**config.mk**
```make
export PLATFORM = sky130hd
export DESIGN_NAME = frontend_bus_arbiter
export DESIGN_NICKNAME = d
export VERILOG_FILES = /design/src/rtl/frontend_bus_arbiter_pkg.sv /design/src/rtl/frontend_bus_arbiter.sv
export SDC_FILE = /design/constraint.sdc
export NUM_CORES = 1
export LEC_CHECK = 0
export ABC_AREA = 1
export CAP_MARGIN = 0
export CELL_PAD_IN_SITES_DETAIL_PLACEMENT = 1
export CELL_PAD_IN_SITES_GLOBAL_PLACEMENT = 1
export CORE_MARGIN = 5
export CORE_UTILIZATION = 26
export DETAILED_ROUTE_END_ITERATION = 8
export GPL_ROUTABILITY_DRIVEN = 0
export PLACE_DENSITY = 0.91
export SLEW_MARGIN = 20
export SYNTH_ARGS = -nofsm -noshare
export SYNTH_HDL_FRONTEND = slang
export SYNTH_SLANG_ARGS = --single-unit
```
**constraint.sdc**
```tcl
create_clock -name clk -period 4.4 [get_ports clk]
set_input_delay 1.1 -clock clk [delete_from_list [all_inputs] [get_ports clk]]
set_output_delay 1.1 -clock clk [all_outputs]
set_load 0.005 [all_outputs]
```
**src/rtl/frontend_bus_arbiter_pkg.sv**
```systemverilog
// Shared bus query types plus the arbiter's state and owner encodings
// for the frontend/LSU memory port arbiter.
package frontend_bus_arbiter_pkg;

  typedef struct packed {
    logic        valid;
    logic        write;
    logic [31:0] addr;
    logic [31:0] wdata;
    logic [3:0]  wstrb;
  } bus_query_req_t;

  typedef struct packed {
    logic        ready;
    logic        err;
    logic [31:0] rdata;
  } bus_query_resp_t;

  typedef enum logic [1:0] {
    ARB_IDLE    = 2'd0,
    ARB_OWN_IFU = 2'd1,
    ARB_OWN_LSU = 2'd2,
    ARB_DRAIN   = 2'd3
  } arb_state_t;

  typedef enum logic [1:0] {
    OWNER_NONE  = 2'd0,
    OWNER_IFU   = 2'd1,
    OWNER_LSU   = 2'd2,
    OWNER_DRAIN = 2'd3
  } arb_owner_t;

  function automatic arb_owner_t state_owner(input arb_state_t s);
    case (s)
      ARB_OWN_IFU: return OWNER_IFU;
      ARB_OWN_LSU: return OWNER_LSU;
      ARB_DRAIN:   return OWNER_DRAIN;
      default:     return OWNER_NONE;
    endcase
  endfunction

endpackage

```
**src/rtl/frontend_bus_arbiter.sv**
```systemverilog
// Arbitrates the single memory port between IFU and LSU: LSU-priority with
// an IFU anti-starvation bound, and drain-on-flush for aborted IFU traffic.
module frontend_bus_arbiter
  import frontend_bus_arbiter_pkg::*;
#(
  parameter int unsigned STARVE_LIMIT = 4
) (
  input  logic            clk,
  input  logic            rst,
  input  bus_query_req_t  ifu_req,
  output bus_query_resp_t ifu_resp,
  input  logic            ifu_abort,
  input  bus_query_req_t  lsu_req,
  output bus_query_resp_t lsu_resp,
  output bus_query_req_t  bus_req,
  input  bus_query_resp_t bus_resp,
  output logic [1:0]      owner,
  output logic            arb_busy
);

  localparam int unsigned CNT_W = $clog2(STARVE_LIMIT + 1);
  localparam logic [CNT_W-1:0] STARVE_MAX = CNT_W'(STARVE_LIMIT);

  arb_state_t       state, state_nxt;
  bus_query_req_t   held, held_nxt;
  logic [CNT_W-1:0] starve_cnt, starve_cnt_nxt;
  logic             ifu_eligible;
  logic             lsu_win;

  always_ff @(posedge clk or negedge rst) begin
    if (!rst) begin
      state      <= ARB_IDLE;
      held       <= '0;
      starve_cnt <= '0;
    end else begin
      state      <= state_nxt;
      held       <= held_nxt;
      starve_cnt <= starve_cnt_nxt;
    end
  end

  always_comb begin
    state_nxt      = state;
    held_nxt       = held;
    starve_cnt_nxt = starve_cnt;
    ifu_eligible   = ifu_req.valid & ~ifu_abort;
    lsu_win        = lsu_req.valid & ~(ifu_eligible & (starve_cnt == STARVE_MAX));

    case (state)
      ARB_IDLE: begin
        if (!ifu_eligible) starve_cnt_nxt = '0;
        if (lsu_win) begin
          state_nxt = ARB_OWN_LSU;
          held_nxt  = lsu_req;
          if (ifu_eligible && (starve_cnt != STARVE_MAX))
            starve_cnt_nxt = starve_cnt + 1'b1;
        end else if (ifu_eligible) begin
          state_nxt      = ARB_OWN_IFU;
          held_nxt       = ifu_req;
          starve_cnt_nxt = '0;
        end
      end
      ARB_OWN_IFU: begin
        // A completion in the abort cycle wins over draining; the data is dropped.
        if (bus_resp.ready)  state_nxt = ARB_IDLE;
        else if (ifu_abort)  state_nxt = ARB_DRAIN;
      end
      ARB_OWN_LSU: begin
        if (bus_resp.ready) state_nxt = ARB_IDLE;
      end
      ARB_DRAIN: begin
        if (bus_resp.ready) state_nxt = ARB_IDLE;
      end
    endcase
  end

  always_comb begin
    bus_req  = '0;
    ifu_resp = '0;
    lsu_resp = '0;
    if (state != ARB_IDLE) bus_req = held;
    if ((state == ARB_OWN_IFU) && bus_resp.ready && !ifu_abort) ifu_resp = bus_resp;
    if ((state == ARB_OWN_LSU) && bus_resp.ready) lsu_resp = bus_resp;
  end

  assign owner    = state_owner(state);
  assign arb_busy = (state != ARB_IDLE);

endmodule
```
==> reports/results.txt <==
number of port buffers: 317
Critical Path End Type: output pin
Yosys reg bits: 75
Tightest Hold Check Type: reg2reg
Max Clock Skew: 0.0101 ns
CTS Buffer Depth: 2
synth warn: 0
crit start category: input pin
Post-Synth XOR/XNOR Area: 0.00169
Slowest cell on crit path: clkdlybuf4s50_1
core box area: 0.0196 mm2
distinct cell type count after synthesis: 21
# fillers: 2511
Mapped Cells: 832
Slew HR: 0.418
largest net degree at the start of global routing: 76
final slew viol count: 0
crit-path max cell delay: 0.57 ns
Final period util: 0.917
first-pass GRT wire length: 35.5 mm
Residual DRC: 0
Crit Reg-Reg Endpoint: held[17]
Final TNS setup: 0 ns
CTS tree: built
dpl hpwl: 18.2 mm
FF-to-FF path depth: 9
commonest non-fill, non-tap cell in the layout: clkdlybuf4s50_1
R2R Path Start: starve_cnt[0]
share of cells above drive strength 1: 0.0321
drt wl/cell: 17.0 um
CP Max Fanout: 33
Worst R2R Setup Slack: 2.38 ns
Ports: 318
status: complete, no violations
CP Class: in2out
RSZ-0062 raised after global routing: no
setup violators final: 0
Clock Sinks: 75
Post-Syn Area: 0.00519 mm2
final hold vios: 0
synthesized area per cell: 6.24 um2
Crit. Startpoint: bus_resp[33]
worst path cell trace: clkdlybuf4s50_1 > inv_1 > nor3_2 > inv_1 > buf_4 > nor2_1 > clkdlybuf4s50_1
post-synthesis sequential area ratio: 0.362
top cells by area, synth: dfrtp_1, nand2_1, inv_1, nor2_1, nand3b_1
CTS buffer count: 9
clock latency on the worst-skew pair: 0.34 ns
Power Density: 497 mW/mm2
drt pass-1 iters: 4
antenna violations before repair: 0
Fin Hold WS: 0.466 ns
Multi-input gate area: 0.00237 mm2
iteration-0 DRC count of the detailed router: 180
Max Used Layer: met4
CTS resizes: 0
Die W: 151 um
Routed Antenna Nets: 0
syn_nets: 1011
met3 WL: 2.17 mm
complex-gate fraction of the synthesized area: 0.00458
final wirelength: 23.6 mm
crit path DAT: 2.93 ns
global route total overflow: 0
Worst setup endpoint: lsu_resp[29]
standard-cell row count: 51
H-tree depth: 3
min Tclk post-route: 4.03 ns
met1 WL: 8.64 mm
multiplexer area fraction after synthesis: 0
Vias/cell: 4.43
Worst-path clk slew: 0.06 ns
Post-CTS Setup Inserts: 0
die height: 151 um
largest family of logic cells by synthesized area: simple AND/OR/NAND/NOR gates
cts hold-fix bufs: 0
max-cap viol count: 0
top cell type's share of synthesized area: 0.362
commonest non-fill, non-tap cells in the layout: clkdlybuf4s50_1, nand2_1, inv_1
storage element area: 0.00188 mm2
CTS root buf: clkbuf_16
Leak: 4.49 nW
met2 wire len: 12.2 mm
Final Net Count: 1296
die area: 0.0229 mm2
Vias: 6140
critical path required time: 3.30 ns
antenna cells: 0
Area growth syn-to-layout: 70.6%
adder-cell area share of the yosys netlist: 0.00482
vias in the first global route: 6503
worst vdd ir: 0.252 mV
GRT Overall Usage: 0.199
post-synth top area cell: dfrtp_1
worst slew pin tran: 0.873 ns
Synth Area in Simple Gates: 0.444
initial core utilization: 0.265
fmax: 248 MHz
-- routing by layer --
layer / vias up / track usage
li1: 2992 / -
met1: 2901 / 0.207
met2: 216 / 0.377
met3: 31 / 0.0649
met4: 0 / 0.0585
met5: - / 0
-- Yosys cell counts --
cell	instances
xor2_1	1
o211ai_1	1
clkbuf_1	9
dfrtp_1	75
nand3b_1	69
buf_6	2
ha_1	2
inv_2	3
nor2_2	1
nor3_2	1
nand3_2	1
buf_1	5
inv_1	182
nor2_1	143
nand2_2	3
nor2_4	1
nand2_1	221
buf_2	36
o21ai_0	2
a31oi_1	1
nand3_1	73
-- sequential cells by signal (all words and copies together), names as in the netlist --
register,flops
held,70
starve_cnt,3
state,2
-- report_power, final --
group,switching (W),internal (W)
Clock,0.000295,0.000513
Combinational,0.00118,0.00120
Sequential,0.000190,0.00102
Total,0.00167,0.00273
-- cell families after synthesis --
kind of cell | Yosys count
compound gates | 4
xor+xnor | 1
fa+ha+maj | 2
buf+inv | 237
flops | 75
simple gates | 513
-- worst min-delay path by stage --
stage | start | to | cells after the start
floorplan | held[69] | held[69] | 2
global placement | held[69] | held[69] | 2
detailed placement | held[69] | held[69] | 2
CTS | held[69] | held[69] | 2
global route | held[22] | held[22] | 2
finish | held[69] | held[69] | 2
-- critical path, delay by kind of cell --
| family | cells | cell delay [ns] |
|---|---|---|
| buffers and inverters | 5 | 1.51 |
| AND/OR/NAND/NOR | 2 | 0.30 |
-- layout make-up --
class                   count  share of cell area
inverters                 185              0.0784
clock inverters             4             0.00834
well taps                 265              0.0374
flip-flops and latches     75               0.212
multi-input cells         520               0.268
clock buffers              12              0.0278
repair buffers            326               0.368
-- through the flow --
step,cells,cell area [um2],total power [W],worst slack [ns],util
6_report,1387,8860,0.00440,0.367,0.452
3_3_place_gp,1371,8530,0.00356,0.473,0.436
4_1_cts,1387,8850,0.00449,0.356,0.452
2_1_floorplan,832,5190,0.00229,1.61,-
5_1_grt,1387,8860,0.00478,0.292,0.452
3_5_place_dp,1371,8530,0.00365,0.352,0.436
(Power assumes the default switching activity.)
